File: src/rtl/trap_pkg.sv
// Shared types and helpers for the multi-source trap controller.
package trap_pkg;

  typedef enum logic [0:0] {
    IDLE    = 1'b0,
    HANDLER = 1'b1
  } trap_state_e;

  localparam logic MCAUSE_INT_BIT = 1'b1;

  function automatic int cause_width(input int cause_base, input int n_irq);
    int w;
    w = $clog2(cause_base + n_irq);
    return (w < 1) ? 1 : w;
  endfunction

endpackage

File: src/rtl/trap_ctrl_if.sv
// Request/redirect bundle between the pipeline, CSR file and trap controller.
interface trap_ctrl_if #(
  parameter int XLEN  = 32,
  parameter int N_IRQ = 4
);
  logic [N_IRQ-1:0] irq;
  logic [N_IRQ-1:0] irq_en;
  logic             global_ie;
  logic [N_IRQ-1:0] clr_pending;
  logic [XLEN-1:0]  mtvec;
  logic [XLEN-1:0]  pc_de;
  logic             de_valid;
  logic             redirect;
  logic             is_mret;
  logic             trap_taken;
  logic [XLEN-1:0]  trap_pc;
  logic             epc_taken;
  logic [XLEN-1:0]  epc;
  logic             flush;
  logic [XLEN-1:0]  mcause;
  logic [N_IRQ-1:0] pending;
  logic             in_handler;

  modport master (
    output irq, irq_en, global_ie, clr_pending, mtvec, pc_de, de_valid, redirect, is_mret,
    input  trap_taken, trap_pc, epc_taken, epc, flush, mcause, pending, in_handler
  );

  modport slave (
    input  irq, irq_en, global_ie, clr_pending, mtvec, pc_de, de_valid, redirect, is_mret,
    output trap_taken, trap_pc, epc_taken, epc, flush, mcause, pending, in_handler
  );
endinterface

File: src/rtl/trap_ctrl_irq_sync_edge.sv
// One interrupt source: synchroniser chain, rising-edge detect and pending latch.
module irq_sync_edge #(
  parameter int SYNC_STAGES = 2,
  parameter bit EDGE        = 1'b0
) (
  input  logic clk,
  input  logic rst,
  input  logic irq,
  input  logic clr,
  input  logic take_clr,
  output logic pending
);
  logic irq_s;
  logic irq_d_r;
  logic pend_r;
  logic rise_s;
  logic pend_nxt_s;

  generate
    if (SYNC_STAGES == 0) begin : g_direct
      assign irq_s = irq;
    end else begin : g_sync
      logic [SYNC_STAGES-1:0] sync_r;
      // Raw request enters at bit 0 and shifts towards the MSB.
      always_ff @(posedge clk or posedge rst) begin
        if (rst) begin
          sync_r <= {SYNC_STAGES{1'b0}};
        end else begin
          sync_r <= SYNC_STAGES'({sync_r, irq});
        end
      end
      assign irq_s = sync_r[SYNC_STAGES-1];
    end
  endgenerate

  // Edge sources hold a rise until cleared (a new rise beats a clear); level sources follow irq_s.
  always_comb begin
    rise_s = irq_s & ~irq_d_r;
    if (EDGE) begin
      pend_nxt_s = rise_s | (pend_r & ~(clr | take_clr));
    end else begin
      pend_nxt_s = irq_s;
    end
  end

  // Previous synchronised level and the pending bit itself.
  always_ff @(posedge clk or posedge rst) begin
    if (rst) begin
      irq_d_r <= 1'b0;
      pend_r  <= 1'b0;
    end else begin
      irq_d_r <= irq_s;
      pend_r  <= pend_nxt_s;
    end
  end

  assign pending = pend_r;
endmodule

File: src/rtl/trap_ctrl.sv
// N-source interrupt controller: priority select, trap/mret redirect pulses, mepc/mcause.
module trap_ctrl
  import trap_pkg::*;
#(
  parameter int          XLEN        = 32,
  parameter int          N_IRQ       = 4,
  parameter int          SYNC_STAGES = 2,
  parameter logic [15:0] EDGE_MASK   = 16'h0001,
  parameter int          CAUSE_BASE  = 7,
  parameter int          VECTORED    = 0
) (
  input logic        clk,
  input logic        rst,
  trap_ctrl_if.slave bus
);
  localparam int CW = cause_width(CAUSE_BASE, N_IRQ);
  localparam int IW = (N_IRQ > 1) ? $clog2(N_IRQ) : 1;
  localparam int MW = XLEN - 1;
  localparam logic [XLEN-1:0]  TVEC_MASK = {{(XLEN-2){1'b1}}, 2'b00};
  localparam logic [N_IRQ-1:0] ONE_N     = N_IRQ'(1'b1);
  localparam logic [0:0]       S_IDLE    = IDLE;
  localparam logic [0:0]       S_HANDLER = HANDLER;

  logic [N_IRQ-1:0] pend_s;
  logic [N_IRQ-1:0] elig_s;
  logic [N_IRQ-1:0] win_oh_s;
  logic [N_IRQ-1:0] take_clr_s;
  logic [IW-1:0]    win_idx_s;
  logic [CW-1:0]    cause_s;
  logic [XLEN-1:0]  vec_off_s;
  logic [XLEN-1:0]  trap_pc_s;
  logic             take_s;

  logic [0:0]       state_r;
  logic             trap_taken_r;
  logic             epc_taken_r;
  logic             flush_r;
  logic [XLEN-1:0]  trap_pc_r;
  logic [XLEN-1:0]  mepc_r;
  logic [XLEN-1:0]  mcause_r;

  generate
    for (genvar i = 0; i < N_IRQ; i++) begin : g_src
      irq_sync_edge #(
        .SYNC_STAGES(SYNC_STAGES),
        .EDGE       (EDGE_MASK[i])
      ) u_src (
        .clk     (clk),
        .rst     (rst),
        .irq     (bus.irq[i]),
        .clr     (bus.clr_pending[i]),
        .take_clr(take_clr_s[i]),
        .pending (pend_s[i])
      );
    end
  endgenerate

  // Lowest eligible index wins: isolate its bit, encode it, and form the handler address.
  always_comb begin
    elig_s    = pend_s & bus.irq_en & {N_IRQ{bus.global_ie}};
    win_oh_s  = elig_s & (~elig_s + ONE_N);
    win_idx_s = {IW{1'b0}};
    for (int i = 0; i < N_IRQ; i++) begin
      win_idx_s = win_idx_s | (win_oh_s[i] ? IW'(i) : {IW{1'b0}});
    end
    take_s     = (state_r == S_IDLE) & (|elig_s) & bus.de_valid & ~bus.redirect & ~bus.is_mret;
    take_clr_s = take_s ? win_oh_s : {N_IRQ{1'b0}};
    cause_s    = CW'(CAUSE_BASE) + CW'(win_idx_s);
    vec_off_s  = (VECTORED != 0) ? (XLEN'(cause_s) << 2'd2) : {XLEN{1'b0}};
    trap_pc_s  = (bus.mtvec & TVEC_MASK) + vec_off_s;
  end

  // Redirect pulses, trap state captured on take, and the IDLE/HANDLER sequencing.
  always_ff @(posedge clk or posedge rst) begin
    if (rst) begin
      state_r      <= S_IDLE;
      trap_taken_r <= 1'b0;
      epc_taken_r  <= 1'b0;
      flush_r      <= 1'b0;
      trap_pc_r    <= {XLEN{1'b0}};
      mepc_r       <= {XLEN{1'b0}};
      mcause_r     <= {XLEN{1'b0}};
    end else begin
      trap_taken_r <= take_s;
      epc_taken_r  <= bus.is_mret;
      flush_r      <= take_s | bus.is_mret;
      if (take_s) begin
        mepc_r    <= bus.pc_de;
        mcause_r  <= {MCAUSE_INT_BIT, MW'(cause_s)};
        trap_pc_r <= trap_pc_s;
      end
      case (state_r)
        S_IDLE:    state_r <= take_s ? S_HANDLER : S_IDLE;
        S_HANDLER: state_r <= bus.is_mret ? S_IDLE : S_HANDLER;
        default:   state_r <= S_IDLE;
      endcase
    end
  end

  assign bus.trap_taken = trap_taken_r;
  assign bus.trap_pc    = trap_pc_r;
  assign bus.epc_taken  = epc_taken_r;
  assign bus.epc        = mepc_r;
  assign bus.flush      = flush_r;
  assign bus.mcause     = mcause_r;
  assign bus.pending    = pend_s;
  assign bus.in_handler = (state_r == S_HANDLER);
endmodule

File: src/flat_wrapper.sv
// flat-port wrapper written by rule: the top's interface ports become plain ports
module trap_ctrl_flat import trap_pkg::*;
#(
  parameter int          XLEN        = 32,
  parameter int          N_IRQ       = 4,
  parameter int          SYNC_STAGES = 2,
  parameter logic [15:0] EDGE_MASK   = 16'h0001,
  parameter int          CAUSE_BASE  = 7,
  parameter int          VECTORED    = 0
)
  (clk, rst, bus_irq, bus_irq_en, bus_global_ie, bus_clr_pending, bus_mtvec, bus_pc_de, bus_de_valid, bus_redirect, bus_is_mret, bus_trap_taken, bus_trap_pc, bus_epc_taken, bus_epc, bus_flush, bus_mcause, bus_pending, bus_in_handler);
  trap_ctrl_if #(.XLEN(XLEN), .N_IRQ(N_IRQ)) bus_i ();
  input logic clk;
  input logic rst;
  input wire logic [$bits(bus_i.irq)-1:0] bus_irq;
  input wire logic [$bits(bus_i.irq_en)-1:0] bus_irq_en;
  input wire logic [$bits(bus_i.global_ie)-1:0] bus_global_ie;
  input wire logic [$bits(bus_i.clr_pending)-1:0] bus_clr_pending;
  input wire logic [$bits(bus_i.mtvec)-1:0] bus_mtvec;
  input wire logic [$bits(bus_i.pc_de)-1:0] bus_pc_de;
  input wire logic [$bits(bus_i.de_valid)-1:0] bus_de_valid;
  input wire logic [$bits(bus_i.redirect)-1:0] bus_redirect;
  input wire logic [$bits(bus_i.is_mret)-1:0] bus_is_mret;
  output wire logic [$bits(bus_i.trap_taken)-1:0] bus_trap_taken;
  output wire logic [$bits(bus_i.trap_pc)-1:0] bus_trap_pc;
  output wire logic [$bits(bus_i.epc_taken)-1:0] bus_epc_taken;
  output wire logic [$bits(bus_i.epc)-1:0] bus_epc;
  output wire logic [$bits(bus_i.flush)-1:0] bus_flush;
  output wire logic [$bits(bus_i.mcause)-1:0] bus_mcause;
  output wire logic [$bits(bus_i.pending)-1:0] bus_pending;
  output wire logic [$bits(bus_i.in_handler)-1:0] bus_in_handler;
  assign bus_i.irq = bus_irq;
  assign bus_i.irq_en = bus_irq_en;
  assign bus_i.global_ie = bus_global_ie;
  assign bus_i.clr_pending = bus_clr_pending;
  assign bus_i.mtvec = bus_mtvec;
  assign bus_i.pc_de = bus_pc_de;
  assign bus_i.de_valid = bus_de_valid;
  assign bus_i.redirect = bus_redirect;
  assign bus_i.is_mret = bus_is_mret;
  assign bus_trap_taken = bus_i.trap_taken;
  assign bus_trap_pc = bus_i.trap_pc;
  assign bus_epc_taken = bus_i.epc_taken;
  assign bus_epc = bus_i.epc;
  assign bus_flush = bus_i.flush;
  assign bus_mcause = bus_i.mcause;
  assign bus_pending = bus_i.pending;
  assign bus_in_handler = bus_i.in_handler;
  trap_ctrl #(.XLEN(XLEN), .N_IRQ(N_IRQ), .SYNC_STAGES(SYNC_STAGES), .EDGE_MASK(EDGE_MASK), .CAUSE_BASE(CAUSE_BASE), .VECTORED(VECTORED)) u_core (.clk(clk), .rst(rst), .bus(bus_i));
endmodule
File: config.mk
export PLATFORM = sky130hd
export DESIGN_NAME = trap_ctrl_flat
export DESIGN_NICKNAME = d
export VERILOG_FILES = /design/src/rtl/trap_pkg.sv /design/src/rtl/trap_ctrl_if.sv /design/src/rtl/trap_ctrl_irq_sync_edge.sv /design/src/rtl/trap_ctrl.sv /design/src/flat_wrapper.sv
export SDC_FILE = /design/constraint.sdc
export NUM_CORES = 1
export LEC_CHECK = 0
export ABC_AREA = 1
export BUFFER_PORTS_ARGS = -buffer_cell sky130_fd_sc_hd__buf_2
export CAP_MARGIN = 20
export CORE_MARGIN = 8
export CORE_UTILIZATION = 30
export DETAILED_ROUTE_END_ITERATION = 10
export HOLD_SLACK_MARGIN = 0.1
export RECOVER_POWER = 50
export SLEW_MARGIN = 20
export SYNTH_ARGS = -nofsm -noshare
export SYNTH_HDL_FRONTEND = slang
export SYNTH_SLANG_ARGS = --single-unit
File: constraint.sdc
create_clock -name clk -period 5 [get_ports clk]
set_clock_uncertainty 0.15 [all_clocks]
set_input_delay 0 -clock clk [delete_from_list [all_inputs] [get_ports clk]]
set_output_delay 0 -clock clk [all_outputs]
set_load 0.1 [all_outputs]
; Word-level counts from Yosys, hierarchy flattened
; Index checks and enable logic that the tools add are counted.
[word_totals]
register_bits = 84
latch_bits = 0
ramBits = 0
rom_bits = 0
inputBits = 82
out_inout_bits = 104
memories = 0
[op_classes]
addsub = 2
multipliers = 0
div_mod_pow = 0
n_lt_le_gt_ge = 0
n_eq_ne = 0
shifts = 0
n_mux = 7
n_bitwise = 20
n_reduce_logical = 1
[ops]
columns = operator, n
row1 = 4-bit bitwise AND, 3
row2 = 1-bit bitwise AND, 6
row3 = 1-bit inverter, 5
row4 = 3-bit by 2-bit adder with 4-bit output (first input constant), 1
row5 = 4-bit by 1-bit adder with 4-bit output (second input constant), 1
row6 = 1-bit 2-to-1 mux, 4
row7 = 2-bit 2-to-1 mux, 2
row8 = 4-bit inverter, 1
row9 = 2-bit bitwise OR, 2
row10 = 4-bit OR reduction, 1
row11 = 1-bit bitwise OR, 3
row12 = 1-bit one-hot mux with 2 select lines, 1

; Depth between registers and ports, before layout
[depth]
word_depth = 12
ltp_mapped = 9

; By module
; From an unflattened synthesis, not the netlist that was laid out.
[unflattened]
cells_unflattened = 383
hier_area_um2 = 3493.4
[by_module_without_submodules]
columns = module, instances, cells_each, area_per_inst_um2, seq_area_each_um2
row1 = trap_ctrl, 1, 361, 3134.3, 1776.7
row2 = irq_sync_edge at u_core.g_src[1].u_src ..., 3, 4, 78.8, 75.1
row3 = irq_sync_edge at u_core.g_src[0].u_src, 1, 10, 122.6, 100.1

; Worst setup path after synthesis
; Ideal clock, no wire load.
[synth_timing]
kind = flip-flop to flip-flop
from = reg u_core.state_r (netlist: u_core.bus.in_handler)
to = reg u_core.mcause_r[0] (netlist: u_core.bus.mcause[0])
arrival_ns = 1.624
setup_slack_ns = 3.097
stages_incl_launch_ff = 8
period_less_slack_ns = 1.903
path_cell_list = dfrtp_1 > inv_1 > nand2_1 > nor2_1 > nand3_4 > buf_2 > nand2_1 > o21ai_0
[synth_via]
elab_chain_len = 5
[synth_rtl]
columns = element, line
row1 = from (decl), trap_ctrl.sv:34  ; logic [0:0] state_r;
row2 = from (signal assigned), trap_ctrl.sv:93  ; S_IDLE: state_r <= take_s ? S_HANDLER : S_IDLE;
row3 = from (signal assigned), trap_ctrl.sv:94  ; S_HANDLER: state_r <= bus.is_mret ? S_IDLE : S_HANDLER;
row4 = 1-bit inverter, trap_ctrl.sv:66  ; take_s = (state_r == S_IDLE) & (|elig_s) & bus.de_valid & ~bus.redirect & ~bus.is_mret;
row5 = 1-bit bitwise AND (4 in series), trap_ctrl.sv:66
row6 = to (signal assigned), trap_ctrl.sv:82  ; mcause_r <= {XLEN{1'b0}};
row7 = to (signal assigned), trap_ctrl.sv:89  ; mcause_r <= {MCAUSE_INT_BIT, MW'(cause_s)};
row8 = to (decl), trap_ctrl.sv:40  ; logic [XLEN-1:0] mcause_r;
; Every way passes these cells.
; A chain may end at the register's enable or synchronous reset.

; Worst setup path in the final report
[layout_timing]
from = reg u_core.g_src[1].u_src.pend_r
to = reg u_core.mepc_r[23] (netlist: u_core.bus.epc[23])
[layout_via]
elab_chain_len = 7
[layout_rtl]
columns = element, line
row1 = from (decl), trap_ctrl_irq_sync_edge.sv:15  ; logic pend_r;
row2 = from (signal assigned), trap_ctrl_irq_sync_edge.sv:53  ; pend_r <= pend_nxt_s;
row3 = 4-bit bitwise AND (2 in series), trap_ctrl.sv:60  ; elig_s = pend_s & bus.irq_en & {N_IRQ{bus.global_ie}};
row4 = 4-bit OR reduction, trap_ctrl.sv:66
row5 = 1-bit bitwise AND (4 in series), trap_ctrl.sv:66
row6 = to (signal assigned), trap_ctrl.sv:81  ; mepc_r <= {XLEN{1'b0}};
row7 = to (signal assigned), trap_ctrl.sv:88  ; mepc_r <= bus.pc_de;
row8 = to (decl), trap_ctrl.sv:39  ; logic [XLEN-1:0] mepc_r;
; Every way passes these cells.

==> reports/results.txt <==
CP endpoint: u_core.bus.epc[23]
RSZ-0062 raised after global routing: no
Gate Count Post-Synth: 361
Initial core utilization: 30.9%
Initial antenna violation count: 0
Flops & latches, synth: 84
WL/cell: 13.2 um
N_diodes: 0
Setup violators final: 0
Setup TNS: 0 ns
Fillers: 1024
Max FO, Critical Path: 72
Fin. max-slew vios: 85
Max Cap Viol: 1
Synth Area per Inst: 9.33 um2
Pre-antenna DRT Iters: 4
Gr busiest metal: met2
Crit Path Class: flip-flop to flip-flop
First-pass GRT wire length: 15.5 mm
Reg2reg end: u_core.bus.epc[23]
Placer Congestion: 0.789
GRT Total Usage: 13.0%
Area delta synth->final: 51.3%
Num CTS Buffers: 9
FMAX: 0.331 GHz
Largest cells by area after synthesis: dfrtp_1 (62%), nand2_1 (23%), buf_4 (7.4%)
Worst EP required: 5.08 ns
Netlist Area Pre-Place: 0.00337 mm2
Failing checks: capacitance limit, slew limit
Leak Pwr: 2.80 nW
Row cnt: 38
Worst slew margin: -36.4%
R2R Setup Slk: 1.98 ns
Crit path launch: u_core.g_src[1].u_src.pending
# port buffers: 151
I/O pin count: 186
Top cell type's share of synthesized area: 62.4%
Root buf cell: clkbuf_8
Reg2reg start: u_core.g_src[1].u_src.pending
Slew @ Worst Pin: 2.05 ns
Power Dens Cells: 611 mW/mm2
Clk Latency, worst-skew pair: 0.35 ns
Worst Hold Class: input port to flip-flop
Hold_ws: 0.140 ns
Layout Nets: 669
Worst Setup Start Kind: flip-flop
Via density: 4.05
Die Area: 0.0149 mm2
CP endpoint kind: flip-flop
Worst path arrival time: 3.11 ns
Final core occ: 46.8%
Share of layout cells above drive strength 1: 24.7%
Post-DP HPWL: 6.05 mm
Grt met1 use: 14.4%
Met2 Usage GRT: 21.8%
CTS sink cnt: 84
H-tree depth: 3
Largest net degree at the start of global routing: 85
Post-route antenna net violation count: 0
Drt total wl: 9.63 mm
Library cells used by synthesis: 18
Area leader, netlist: dfrtp_1
# DRC: 0
Reg2reg path depth: 9
Core box area: 0.0109 mm2
Maximum clock insertion buffer count: 2
Warnings from Yosys: 0
Area of the multi-input gates: 975 um2
Die X: 122 um
Tcrit/Tclk final: 60.4%
CTS tree: done
Clock Pin Slew Worst Setup and Hold Paths: 0.08 ns
CTS resizes: 0
Final-report hold violation count: 0
Routed vias: 2962
Gr ovfl total: 0
Met3 Usage GRT: 4.53%
Tmin final: 3.02 ns
Number of global-route vias before repair: 3138
Seq/Total Area, Yosys: 62.4%
Outcome: finished with violations
Max VDD drop: 308 uV
FF+latch area: 0.00210 mm2
Die Ht: 122 um
Number of DRC markers in iteration 0: 122
==> layout make-up <==
type / instances / area share [%]
flip-flops and latches: 84 / 41.2
repair buffers: 232 / 30.0
multi-input cells: 248 / 19.1
clock buffers: 13 / 3.51
well taps: 140 / 3.44
clock inverters: 3 / 1.77
inverters: 11 / 0.933
==> report_power, final <==
part	leakage [nW]	internal, mW	switching [mW]
registers	1.04	0.828	0.0772
logic	1.63	0.211	1.38
clock network	0.136	0.387	0.232
total	2.80	1.43	1.69
==> kinds of logic (layout without fill, tap and decap cells) <==
family                   Yosys count  in the layout  synth area share [%]
other                              1             29                 0.111
AO/OA/AOI/OAI                      5              5                 0.817
buffers and inverters             57            259                  11.8
flip-flops                        84             84                  62.4
adder cells (fa/ha/maj)            1              1                 0.371
AND/OR/NAND/NOR                  213            213                  24.5
==> flip-flops by register name, summed over array words and instances (netlist names) <==
register and flops:
u_core.bus.trap_taken 1, u_core.bus.trap_pc 30, u_core.bus.flush 1, u_core.bus.epc_taken 1
u_core.bus.mcause 5, u_core.g_src.u_src.g_sync.sync_r 8, u_core.bus.in_handler 1, u_core.g_src.u_src.pending 4
u_core.g_src.u_src.irq_d_r 1, u_core.bus.epc 32
==> synthesized netlist by cell type, drive strengths merged <==
cell,n
a21boi,1
buf,46
clkinv,1
conb,1
dfrtp,84
ha,1
inv,10
nand2,204
nand2b,1
nand3,5
nand4,1
nor2,2
o21ai,4
==> metal layers <==
metal | vias to the layer above | wire, um
met1 | 1361 | 3690
met5 | - | 0
met3 | 14 | 915
met2 | 117 | 4850
met4 | 0 | 175
li1 | 1470 | -
==> placed cells by master, fill, tap and decap left out <==
cell and instances:
a21boi_0 1, buf_2 125, bufinv_16 3, clkbuf_1 26, clkbuf_2 1, clkbuf_8 13, clkinv_4 1, clkinvlp_2 1
conb_1 29, dfrtp_1 84, dlygate4sd3_1 80, ha_1 1, inv_1 9, nand2_1 203, nand2_2 1, nand2b_1 1
nand3_1 4, nand3_4 1, nand4_1 1, nor2_1 2, o21ai_0 2, o21ai_1 2
==> critical path: stages (launching register included) <==
cell	delay, ns
dfrtp_1	0.38
nand3_1	0.09
dlygate4sd3_1	0.57
nand2_1	0.06
inv_1	0.08
nand2_2	0.08
nand3_4	0.56
clkinv_4	0.61
nand2_1	0.20
nand2_1	0.08
==> per-stage QoR <==
step	total power [mW]	cells	cell area, um2	setup WS [ns]
after floorplan	2.25	389	3470	2.68
after global placement	2.47	635	4060	2.44
after detailed placement	2.48	635	4060	2.38
after CTS	3.16	731	5130	1.93
after global routing	3.25	731	5100	1.68
final	3.12	731	5100	1.98
==> repair_timing <==
action | CTS | global route
buffers inserted | 0 | 0
hold endpoints to repair | 158 | 0
hold buffers | 80 | 0
==> worst min-delay path by stage <==
stage / start / endpoint / slack (ns) / cells after the start
CTS: bus_irq[2] / u_core.g_src[2].u_src.g_sync.sync_r[0] / 0.11 / 2
finish: bus_irq[2] / u_core.g_src[2].u_src.g_sync.sync_r[0] / 0.14 / 2
detailed placement: bus_irq[2] / u_core.g_src[2].u_src.g_sync.sync_r[0] / -0.04 / 1
global placement: bus_irq[0] / u_core.g_src[0].u_src.g_sync.sync_r[0] / -0.04 / 1
global route: bus_irq[0] / u_core.g_src[0].u_src.g_sync.sync_r[0] / 0.11 / 2
floorplan: bus_is_mret / u_core.bus.epc_taken / -0.12 / 0
Note: power is estimated with default switching activity, not from simulation.
